### src/rtl/game_pkg.sv
// Shared game phase codes and helpers, common to the flow controller and the display.
package game_pkg;

  localparam int STATE_W = 4;

  localparam logic [STATE_W-1:0] IDLE  = 4'd0;
  localparam logic [STATE_W-1:0] READY = 4'd1;
  localparam logic [STATE_W-1:0] PLAY  = 4'd2;
  localparam logic [STATE_W-1:0] POINT = 4'd3;
  localparam logic [STATE_W-1:0] WIN0  = 4'd4;
  localparam logic [STATE_W-1:0] WIN1  = 4'd5;
  localparam logic [STATE_W-1:0] DRAW  = 4'd6;

  // Two-digit BCD of a 0..99 value, {tens, ones}.
  function automatic logic [7:0] to_bcd(input int v);
    logic [3:0] tens;
    logic [3:0] ones;
    tens = 4'(v / 10);
    ones = 4'(v % 10);
    return {tens, ones};
  endfunction

endpackage

### src/rtl/sec_tick.sv
// One-second prescaler: counts 0..CLK_HZ-1, tick is high for the cycle at CLK_HZ-1.
// Synchronous clear restarts the second so a phase always lasts whole seconds.
module sec_tick #(
  parameter int CLK_HZ = 100_000_000
) (
  input  logic clk,
  input  logic rst,
  input  logic clr,
  output logic tick
);

  localparam int W = (CLK_HZ > 1) ? $clog2(CLK_HZ) : 1;
  localparam logic [W-1:0] LAST = W'(CLK_HZ - 1);

  logic [W-1:0] count;

  always_ff @(posedge clk) begin
    if (!rst || clr) begin
      count <= '0;
    end else if (count == LAST) begin
      count <= '0;
    end else begin
      count <= count + W'(1);
    end
  end

  assign tick = (count == LAST);

endmodule

### src/rtl/game_flow_ctrl.sv
// Two-player game sequencer: phase FSM, score registers and BCD round timer.
// All outputs are registered; inputs affect outputs one edge later.
module game_flow_ctrl
  import game_pkg::*;
#(
  parameter int CLK_HZ    = 100_000_000,
  parameter int READY_SEC = 3,
  parameter int ROUND_SEC = 30,
  parameter int WIN_SCORE = 5
) (
  input  logic         clk,
  input  logic         rst,
  input  logic         start,
  input  logic         p0_hit,
  input  logic         p1_hit,
  output logic [3:0]   state,
  output logic [3:0]   score0,
  output logic [3:0]   score1,
  output logic [3:0]   cnt0,
  output logic [3:0]   cnt1
);

  localparam logic [7:0] ROUND_BCD = to_bcd(ROUND_SEC);
  localparam logic [3:0] READY_V   = 4'(READY_SEC);
  localparam logic [3:0] WIN_V     = 4'(WIN_SCORE);

  logic [STATE_W-1:0] state_n;
  logic               tick;
  logic               clr;
  logic               hit0;
  logic               hit1;
  logic               expire;
  logic [3:0]         rnd1, rnd0, rdy;
  logic [3:0]         score0_n, score1_n, rnd1_n, rnd0_n, rdy_n, cnt1_n, cnt0_n;

  sec_tick #(.CLK_HZ(CLK_HZ)) u_sec_tick (
    .clk  (clk),
    .rst  (rst),
    .clr  (clr),
    .tick (tick)
  );

  // Every phase change restarts the second.
  assign clr    = (state_n != state);
  assign hit0   = p0_hit & ~p1_hit;
  assign hit1   = p1_hit & ~p0_hit;
  assign expire = (rnd1 == 4'd0) && (rnd0 <= 4'd1);

  always_ff @(posedge clk) begin
    if (!rst) begin
      state <= IDLE;
    end else begin
      state <= state_n;
    end
  end

  always_comb begin
    state_n = state;
    case (state)
      IDLE:  if (start) state_n = READY;
      READY: if (tick && rdy <= 4'd1) state_n = PLAY;
      PLAY: begin
        if (hit0 || hit1) begin
          state_n = POINT;
        end else if (tick && expire) begin
          if (score0 > score1)      state_n = WIN0;
          else if (score1 > score0) state_n = WIN1;
          else                      state_n = DRAW;
        end
      end
      POINT: begin
        if (tick) begin
          if (score0 == WIN_V)      state_n = WIN0;
          else if (score1 == WIN_V) state_n = WIN1;
          else                      state_n = READY;
        end
      end
      WIN0, WIN1, DRAW: if (start) state_n = IDLE;
      default: state_n = IDLE;
    endcase
  end

  // The round timer lives in rnd1:rnd0 and survives POINT/READY, so play resumes where it froze.
  always_comb begin
    score0_n = score0;
    score1_n = score1;
    rnd1_n   = rnd1;
    rnd0_n   = rnd0;
    rdy_n    = rdy;
    case (state)
      IDLE:  rdy_n = READY_V;
      READY: if (tick && rdy > 4'd1) rdy_n = rdy - 4'd1;
      PLAY: begin
        if (hit0) begin
          if (score0 < WIN_V) score0_n = score0 + 4'd1;
        end else if (hit1) begin
          if (score1 < WIN_V) score1_n = score1 + 4'd1;
        end else if (tick) begin
          if (expire) begin
            rnd1_n = 4'd0;
            rnd0_n = 4'd0;
          end else if (rnd0 == 4'd0) begin
            rnd0_n = 4'd9;
            rnd1_n = rnd1 - 4'd1;
          end else begin
            rnd0_n = rnd0 - 4'd1;
          end
        end
      end
      POINT: rdy_n = READY_V;
      WIN0, WIN1, DRAW: begin
        if (start) begin
          score0_n = 4'd0;
          score1_n = 4'd0;
          rnd1_n   = ROUND_BCD[7:4];
          rnd0_n   = ROUND_BCD[3:0];
        end
      end
      default: ;
    endcase
    if (state_n == READY) begin
      cnt1_n = 4'd0;
      cnt0_n = rdy_n;
    end else begin
      cnt1_n = rnd1_n;
      cnt0_n = rnd0_n;
    end
  end

  always_ff @(posedge clk) begin
    if (!rst) begin
      score0 <= 4'd0;
      score1 <= 4'd0;
      rnd1   <= ROUND_BCD[7:4];
      rnd0   <= ROUND_BCD[3:0];
      rdy    <= READY_V;
      cnt1   <= ROUND_BCD[7:4];
      cnt0   <= ROUND_BCD[3:0];
    end else begin
      score0 <= score0_n;
      score1 <= score1_n;
      rnd1   <= rnd1_n;
      rnd0   <= rnd0_n;
      rdy    <= rdy_n;
      cnt1   <= cnt1_n;
      cnt0   <= cnt0_n;
    end
  end

endmodule
### config.mk
export PLATFORM = sky130hd
export DESIGN_NAME = game_flow_ctrl
export DESIGN_NICKNAME = d
export VERILOG_FILES = /design/src/rtl/game_pkg.sv /design/src/rtl/sec_tick.sv /design/src/rtl/game_flow_ctrl.sv
export SDC_FILE = /design/constraint.sdc
export NUM_CORES = 1
export LEC_CHECK = 0
export CELL_PAD_IN_SITES_DETAIL_PLACEMENT = 1
export CELL_PAD_IN_SITES_GLOBAL_PLACEMENT = 1
export CORE_MARGIN = 4
export CORE_UTILIZATION = 30
export DETAILED_ROUTE_END_ITERATION = 7
export PLACE_DENSITY_LB_ADDON = 0.1
export SYNTH_ARGS = -nofsm -noshare
export SYNTH_HDL_FRONTEND = slang
export SYNTH_HIERARCHICAL = 1
export SYNTH_SLANG_ARGS = --single-unit
export TNS_END_PERCENT = 1
### constraint.sdc
create_clock -name clk -period 5.1 [get_ports clk]
set_input_delay 0.765 -clock clk [delete_from_list [all_inputs] [get_ports clk]]
set_output_delay 0.765 -clock clk [all_outputs]
set_load 0.02 [all_outputs]
==> flow_summary.toml, run 1 <==
[run_status]
outcome = "finished, final reports clean"

[pwr]
p_comb_frac = 0.038
swShare = 0.2220
total_power_mw = 0.9343
pwr-share-clk = 0.463
share_seq_of_total_power = 0.500
internal-power_mw = 0.7269
peakVddDrop_uv = 148.9
powerDensity_nw_per_um2 = 238.8
p_leak_nw = 1.389
power_switching_mw = 0.2074

[synthesis]
netlist_instances = 390
syn_area_sq_um = 3363
synthFlopType = "dfxtp_1"
syn_nets = 414
yosys_warnings = 6
syn_area_per_cell_sq_um = 8.624
synth_cell_types = 66
synth-edff-count = 0
ys_ff_latch = 59
ys_seq_area_frac = 0.3512
async_reset_ff_frac = 0

[sta]
finalSetupViolCount = 0
fin_crit_sh = 0.7335
drv_slew = 0
fin_crit_ns = 3.741
hold_ws_ns = 0.4729
relSlewSlack = 0.4155
skew_ns = 0.01119
timing.fmax_mhz = 267.3
finalHoldViolCount = 0
rsz0062_at_grt = "no"
fin_setup_tns_ns = 0
worst_pin_slew_ns = 0.8749

[clock_tree]
numCtsBuffers = 9
cts_resized = 0
cts_sinks = 59
cts_tree = "done"
cts_hold_buf = 0
clk_latency_ns = 0.34
clkTransAtPathRegs_ns = 0.07
cts-root-buf = "clkbuf_8"
max-clock-path-buffers = 2
cts_setup_buffers = 0
h-tree-depth = 3

[min_path]
hold_path_depth = 1
min_path_type = "reg2reg"

[route]
first_pass_iters = 4
ant_nets = 0
routed_wirelength_um = 8772
vias = 2859
routed_via_density = 5.142
drt-initial-drc-count = 93
drc = 0
drt-wirelength-per-cell_um = 15.78

[final_layout]
multi_input_area_sq_um = 2021
final_util = 0.3593
antenna_cells = 0
final_cell_mix = "dfxtp_1 (59), nor2_1 (31), nand2_1 (31), a21oi_1 (25), clkdlybuf4s50_1 (24)"
layout_commonest_cell = "dfxtp_1"
fillers = 1297
synthToLayoutAreaGrowth_pct = 16.33
seq_area_sq_um = 1181
drive_gt1_frac = 0.08173
fin_area_sq_um = 3913
fin_nets = 436

[global_route]
grt_max_degree = 22
grt_overflow = 0
grt_pass1_wl_um = 15270
grt_antenna_before_repair = 0
track_usage = 0.1460
grt_pass1_vias = 3054

[critical_path]
cpMaxStageDelayCell = "nor4_2"
cp.required_ns = 5.39
cp_cell_sequence = "ha_1 -> and4_1 -> nand2_1 -> nor3_1 -> buf_4 -> nand2_1 -> nor4_2 -> a221oi_4 -> xnor2_1 -> a2111o_1 -> nand2b_1 -> inv_1 -> o31ai_2 -> buf_4 -> o21ba_2"
crit_arrival_ns = 4.03
crit_path_max_incr_delay_ns = 0.41
worstSetupStartpointType = "flop"
path_class = "reg2reg"
critPathCaptureType = "flop"
r2r_cells = 15
crit_fanout = 20

[placed_design]
io_buffers = 24
dp_hpwl_um = 6487
placed_area_sq_um = 3719
gp_congestion = 0.7745

[floorplan]
io_pins = 25
core_area_sq_um = 10890
die_x_um = 113.9
rows = 38
initial_core_util = 0.3089
die_y_um = 113.9
die_area_sq_um = 12970

[flow_run]
cap_violations = 0
cell families after synthesis:
| kind of cell | Yosys count | share of synthesized area |
|---|---|---|
| and+or+nand+nor | 169 | 0.2842 |
| AOI/OAI and AO/OA | 85 | 0.1923 |
| DFF | 59 | 0.3512 |
| buffers and inverters | 38 | 0.04948 |
| adders and majority gates | 19 | 0.07069 |
| xor gates and xnor gates | 16 | 0.04167 |
| muxes | 3 | 0.009301 |
| other | 1 | 0.001115 |
power by group through the flow:
stage | Combinational, mW | Sequential (mW) | Clock, mW
finish | 0.0351 | 0.467 | 0.432
CTS | 0.0360 | 0.467 | 0.458
global placement | 0.0359 | 0.477 | 0
global route | 0.0389 | 0.467 | 0.474
floorplan | 0.0205 | 0.478 | 0
detailed placement | 0.0358 | 0.478 | 0
metrics by stage:
step / setup WS (ns) / std cells
6_report: 1.359 / 556
5_1_grt: 0.9190 / 556
4_1_cts: 1.334 / 556
3_5_place_dp: 1.334 / 541
3_3_place_gp: 1.348 / 541
2_1_floorplan: 1.805 / 390
path summary, 6_finish.rpt:
path                             startpoint                              end  slack (ns)
max reg2reg  u_sec_tick/count[0]$_SDFF_PP0_  u_sec_tick/count[26]$_SDFF_PP0_        1.36
min reg2reg  u_sec_tick/count[0]$_SDFF_PP0_   u_sec_tick/count[0]$_SDFF_PP0_        0.47
min          u_sec_tick/count[0]$_SDFF_PP0_   u_sec_tick/count[0]$_SDFF_PP0_        0.47
max          u_sec_tick/count[0]$_SDFF_PP0_  u_sec_tick/count[26]$_SDFF_PP0_        1.36
synthesized netlist by cell type, types with 8 or more instances:
cell | instances | area [sq um]
xor2_1 | 9 | 78.83
nor2_1 | 31 | 116.4
a21oi_1 | 25 | 125.1
ha_1 | 19 | 237.7
nand2_1 | 31 | 116.4
and2_1 | 8 | 50.05
nor2b_1 | 9 | 56.30
inv_1 | 23 | 86.33
nand3_1 | 19 | 95.09
dfxtp_1 | 59 | 1181
nor3_1 | 8 | 40.04
o21ai_0 | 14 | 70.07
worst max-delay path: cells and delay by family (launching register included):
family	cells	cell delay, ns
AND/OR/NAND/NOR	6	1.47
AO/OA/AOI/OAI	4	0.85
buffers and inverters	3	0.57
flip-flops	1	0.37
adder cells (fa/ha/maj)	1	0.24
XOR/XNOR	1	0.15
layout make-up:
cell class / instances / area share
clock buffers: 13 / 0.04061
clock inverters: 2 / 0.008954
inverters: 23 / 0.02207
multi-input cells: 293 / 0.5165
flip-flops and latches: 59 / 0.3019
well taps: 140 / 0.04477
repair buffers: 26 / 0.06524
metal layers:
metal / track usage / vias to the layer above / part of all wire
met5: 0 / - / 0
met3: 0.03289 / 10 / 0.024
met4: 0.04513 / 0 / 0.013
met2: 0.2583 / 19 / 0.50
li1: - / 1443 / -
met1: 0.1758 / 1387 / 0.46
sequential cells by signal, indices dropped and copies added (netlist names):
register          cells
rdy                   4
score0                4
cnt1                  4
rnd0                  4
u_sec_tick/count     27
cnt0                  4
rnd1                  4
state                 4
score1                4
Power figures use the tool's default switching activity.
==> run 2: changes to the inputs <==
Clock period 5.1 ns to 3.84 ns, I/O delays scaled along.
==> run 2 against run 1 <==
Against the previous run: power grew 33%; wire length increased by 1.8%; count of clock-buffer cells in the layout shrank 2; final area is 2.0% higher; highest routed layer unchanged; worst hold slack worse by 0.0056 ns.
==> flow_summary.toml, run 2 (synthesized netlist as in run 1, its figures left out) <==
[run_status]
outcome = "finished, final reports clean"

[sta]
drv_slew = 0
hold_ws_ns = 0.4673
worst_pin_slew_ns = 0.8262
fin_crit_ns = 3.474
finalHoldViolCount = 0
setup_ws_ns = 0.3663
fin_setup_tns_ns = 0
relSlewSlack = 0.4480
finalSetupViolCount = 0
skew_ns = 0.01688
rsz0062_at_grt = "no"
fin_crit_sh = 0.9046
timing.fmax_mhz = 287.9

[floorplan]
die_area_sq_um = 12970
die_x_um = 113.9
rows = 38
initial_core_util = 0.3089
die_y_um = 113.9
core_area_sq_um = 10890
io_pins = 25

[final_layout]
drive_gt1_frac = 0.1106
largest_register_ffs = 27
final_util = 0.3666
final_cell_mix = "dfxtp_1 (59), nor2_1 (31), nand2_1 (31), a21oi_1 (24), clkdlybuf4s50_1 (24)"
top_register = "u_sec_tick/count"
fin_area_sq_um = 3991
layout_commonest_cell = "dfxtp_1"
fillers = 1301
synthToLayoutAreaGrowth_pct = 18.68
seq_area_sq_um = 1181
antenna_cells = 0
fin_nets = 444
final_cells = 565
multi_input_area_sq_um = 2039

[critical_path]
cp.required_ns = 4.10
crit_arrival_ns = 3.74
path_class = "reg2reg"
critPathCaptureType = "flop"
worstSetupStartpointType = "flop"
crit_fanout = 16

[flow_run]
cap_violations = 0

[placed_design]
post-place-ws_ns = 0.1884
gp_congestion = 0.7664
numPlacedInstances = 549
dp_hpwl_um = 6526
placed_area_sq_um = 3779
io_buffers = 24

[route]
drt-initial-drc-count = 102
vias = 2908
routed_wirelength_um = 8934
ant_nets = 0
drt-wirelength-per-cell_um = 15.81
wl_met3_um = 236
drc = 0
first_pass_iters = 4
routed_via_density = 5.147
top_layer_used = "met4"
wl_met1_um = 4177
routed-wl-met2_um = 4436

[clock_tree]
clk_latency_ns = 0.34
numCtsBuffers = 9
cts_setup_buffers = 0
cts_resized = 0
cts_tree = "done"
h-tree-depth = 3
cts-root-buf = "clkbuf_8"
cts_hold_buf = 0
max-clock-path-buffers = 2
clkTransAtPathRegs_ns = 0.07
cts_sinks = 59

[pwr]
total_power_mw = 1.245
powerDensity_nw_per_um2 = 312.0
p_leak_nw = 1.430
peakVddDrop_uv = 203.4

[global_route]
grt_overflow = 0
track_usage = 0.1513
grt_antenna_before_repair = 0
grt_pass1_vias = 3133
grt_pass1_wl_um = 15860
grt_max_degree = 22

[min_path]
min_path_type = "reg2reg"
## run 2: area by class of cell
type                            instances  area share
Multi-Input combinational cell        293      0.5110
Sequential cell                        59      0.2959
Timing Repair Buffer                   34     0.07900
Clock buffer                           11     0.03542
Inverter                               23     0.02163
Tap cell                              140     0.04389
Clock inverter                          5     0.01317
## run 2: worst paths after layout
kind,start,end,slack (ns),depth (start not counted)
hold reg to reg,u_sec_tick/count[0]$_SDFF_PP0_,u_sec_tick/count[0]$_SDFF_PP0_,0.47,1
setup / recovery,u_sec_tick/count[0]$_SDFF_PP0_,u_sec_tick/count[22]$_SDFF_PP0_,0.37,15
setup reg to reg,u_sec_tick/count[0]$_SDFF_PP0_,u_sec_tick/count[22]$_SDFF_PP0_,0.37,15
hold / removal,u_sec_tick/count[0]$_SDFF_PP0_,u_sec_tick/count[0]$_SDFF_PP0_,0.47,1
## run 2: power breakdown
group | switching [mW] | internal [mW] | total (mW)
combinational | 0.0304 | 0.0207 | 0.0511
sequential | 0.00279 | 0.615 | 0.618
clock | 0.262 | 0.314 | 0.576
total | 0.295 | 0.950 | 1.25
## run 2: critical path, stage by stage (launching register included)
cell,delay [ns]
dfxtp_1,0.38
ha_1,0.24
and4_2,0.31
nand2_1,0.16
nor3_2,0.22
buf_4,0.20
nor2_1,0.05
mux2_2,0.28
a221oi_4,0.32
xnor2_1,0.10
a2111o_1,0.37
nand2b_1,0.16
inv_1,0.13
o31ai_4,0.17
buf_4,0.21
a21oi_1,0.11
## run 2: per-layer routing
metal	up-vias	global-route usage
met5	-	0
met1	1410	0.1817
met4	0	0.04751
met3	8	0.03077
met2	25	0.2705
li1	1465	-
==> run 3: changes to the inputs <==
Settings changed: ABC_AREA set to 1.
==> run 3 against run 2 <==
Against the previous run: sequential power increased by 0.8%; sequential share of layout area decreased by 2.5 points; die area increased by 7.0%; register-to-register slack improved by 0.37 ns; largest power group is now clock.
==> flow_summary.toml, run 3 <==
[critical_path]
cpMaxStageDelayCell = "dfxtp_1"
crit_path_max_incr_delay_ns = 0.37
path_buf_inv = 1
r2r-start = "u_sec_tick/count[0]$_SDFF_PP0_"
worstSetupStartpointType = "flop"
r2r_setup_slack_ns = 0.73
path_class = "reg2reg"
timing.rr.end = "u_sec_tick/count[3]$_SDFF_PP0_"
crit_cells = 15
crit_arrival_ns = 3.36
cp.required_ns = 4.10
crit_fanout = 26
critPathCaptureType = "flop"
cp_cell_sequence = "ha_1 -> nand2_2 -> nor2_4 -> nand2_4 -> inv_1 -> nand2_1 -> nor2_1 -> nand3_1 -> o21ai_0 -> a21oi_2 -> nand2_1 -> nand4_1 -> nor2_1 -> nand2_4 -> a21oi_1"
r2r_cells = 15
crit_family = "simple AND/OR/NAND/NOR gates"

[clock_tree]
cts_hold_buf = 0
cts_sinks = 59
clk_latency_ns = 0.34
cts-root-buf = "clkbuf_16"
cts_resized = 0
cts_tree = "done"
numCtsBuffers = 9
cts_setup_buffers = 0
h-tree-depth = 3
clkTransAtPathRegs_ns = 0.05
max-clock-path-buffers = 2

[final_layout]
final_cell_mix = "nand2_1 (129), nor2_1 (77), inv_1 (75), dfxtp_1 (59), nand3_1 (33)"
synthToLayoutAreaGrowth_pct = 20.47
largest_register_ffs = 27
drive_gt1_frac = 0.1272
final_util = 0.3754
antenna_cells = 0
fin_nets = 593
layout_commonest_cell = "nand2_1"
top_register = "u_sec_tick/count"

[sta]
worst_pin_slew_ns = 0.5943
skew_ns = 0.008516
drv_slew = 0
rsz0062_at_grt = "no"
finalSetupViolCount = 0
finalHoldViolCount = 0
timing.fmax_mhz = 322.0
fin_setup_tns_ns = 0
fin_crit_sh = 0.8087
relSlewSlack = 0.6025
fin_crit_ns = 3.105

[global_route]
track_usage = 0.1508
grt_overflow = 0
grt_pass1_vias = 3504
grt_pass1_wl_um = 16850
grt_max_degree = 27
grt_antenna_before_repair = 0

[min_path]
hold_path.startpoint = "u_sec_tick/count[0]$_SDFF_PP0_"
hold_end = "u_sec_tick/count[0]$_SDFF_PP0_"
min_path_type = "reg2reg"
hold_path_depth = 1

[synthesis]
synth_top_cell_area_share = 0.3264
yosys_warnings = 6
syn_area_sq_um = 3618
netlist_instances = 538
synth_area_leaders = "dfxtp_1 (33%), nand2_1 (13%), nor2_1 (8.0%)"
ys_ff_latch = 59
syn_nets = 562
synth-edff-count = 0
synth_cell_types = 36
synthFlopType = "dfxtp_1"
syn_area_per_cell_sq_um = 6.726
yosysTopAreaCell = "dfxtp_1"
async_reset_ff_frac = 0
synth_common_cells = "nand2_1 (129), nor2_1 (77), inv_1 (75), dfxtp_1 (59), nand3_1 (33)"
yosysMostFrequentCell = "nand2_1"
ys_seq_area_frac = 0.3264

[route]
routed_via_density = 4.607
ant_nets = 0
first_pass_iters = 4
routed_wirelength_um = 9728
drt-initial-drc-count = 88
drt-wirelength-per-cell_um = 13.57
drc = 0
vias = 3303

[floorplan]
die_y_um = 117.8
die_x_um = 117.8
die_area_sq_um = 13880
io_pins = 25
initial_core_util = 0.3116
core_area_sq_um = 11610
rows = 39

[placed_design]
dp_hpwl_um = 7611
io_buffers = 24
gp_congestion = 0.7913

[flow_run]
cap_violations = 0

[pwr]
peakVddDrop_uv = 217.0
p_leak_nw = 1.755
powerDensity_nw_per_um2 = 382.2

[run_status]
outcome = "finished, final reports clean"
[run 3: changes by cell type in the layout (fill, tap and decap cells not counted), sizes merged, moves of 7 or more]
cell and change:
nor2b -9, buf -9, nor2 +72, nor4 -8
nand3 +16, nand2 +111, or4 -8, inv +59
a21oi +7
[run 3: per-stage QoR]
| stage | total power [mW] | instance area, sq um | cells | setup slack (ns) | hold slack, ns |
|---|---|---|---|---|---|
| after global placement | 0.7021 | 3998 | 701 | 0.8364 | 0.4382 |
| after floorplan | 0.6790 | 3618 | 538 | 1.297 | 0.4274 |
| after global routing | 1.735 | 4359 | 717 | 0.2587 | 0.5045 |
| after CTS | 1.697 | 4359 | 717 | 0.6820 | 0.4666 |
| after detailed placement | 0.7033 | 3998 | 701 | 0.6880 | 0.4509 |
| final | 1.666 | 4359 | 717 | 0.7347 | 0.4594 |
[run 3: how the worst max path moves through the flow]
stage                                    from                         endpoint  slack [ns]
2_1_floorplan  u_sec_tick/count[0]$_SDFF_PP0_  u_sec_tick/count[12]$_SDFF_PP0_        1.30
3_3_place_gp   u_sec_tick/count[0]$_SDFF_PP0_   u_sec_tick/count[3]$_SDFF_PP0_        0.84
3_5_place_dp   u_sec_tick/count[0]$_SDFF_PP0_   u_sec_tick/count[8]$_SDFF_PP0_        0.69
4_1_cts        u_sec_tick/count[0]$_SDFF_PP0_   u_sec_tick/count[8]$_SDFF_PP0_        0.68
5_1_grt        u_sec_tick/count[0]$_SDFF_PP0_  u_sec_tick/count[16]$_SDFF_PP0_        0.26
6_report       u_sec_tick/count[0]$_SDFF_PP0_   u_sec_tick/count[3]$_SDFF_PP0_        0.73
[run 3: logic make-up after synthesis]
kind of cell	share of synthesized area
xor gates and xnor gates	0.03147
adders and majority gates	0.06570
and+or+nand+nor	0.3904
DFF	0.3264
other	0.001036
AOI/OAI and AO/OA	0.08679
buffers and inverters	0.09820
[run 3: worst register-to-register path, cell delays in order, from the launching register on]
cell and delay [ns]:
dfxtp_1 0.37, ha_1 0.22, nand2_2 0.08, nor2_4 0.15, nand2_4 0.10, inv_1 0.08, nand2_1 0.05, nor2_1 0.35
nand3_1 0.21, o21ai_0 0.31, a21oi_2 0.16, nand2_1 0.10, nand4_1 0.08, nor2_1 0.27, nand2_4 0.29, a21oi_1 0.21
[run 3: layer usage]
layer | global-route usage | vias to the layer above | wire (um)
met5 | 0 | - | 0
met4 | 0.04176 | 0 | 118
met3 | 0.04517 | 8 | 269
met2 | 0.2688 | 22 | 4971
met1 | 0.1748 | 1533 | 4368
li1 | - | 1740 | -
[run 3: power by group]
group / switching (mW) / internal, mW / total (mW)
Clock: 0.292 / 0.685 / 0.978
Combinational: 0.0430 / 0.0228 / 0.0659
Sequential: 0.00423 / 0.619 / 0.623
Total: 0.339 / 1.33 / 1.67
[run 3: layout make-up]
class / instances / area, sq um
Sequential cell: 59 / 1181
Tap cell: 143 / 178.9
Fill cell: 1487 / 7254
Inverter: 82 / 307.8
Timing Repair Buffer: 25 / 247.7
Multi-Input combinational cell: 392 / 2082
Clock inverter: 4 / 95.09
Clock buffer: 12 / 266.5
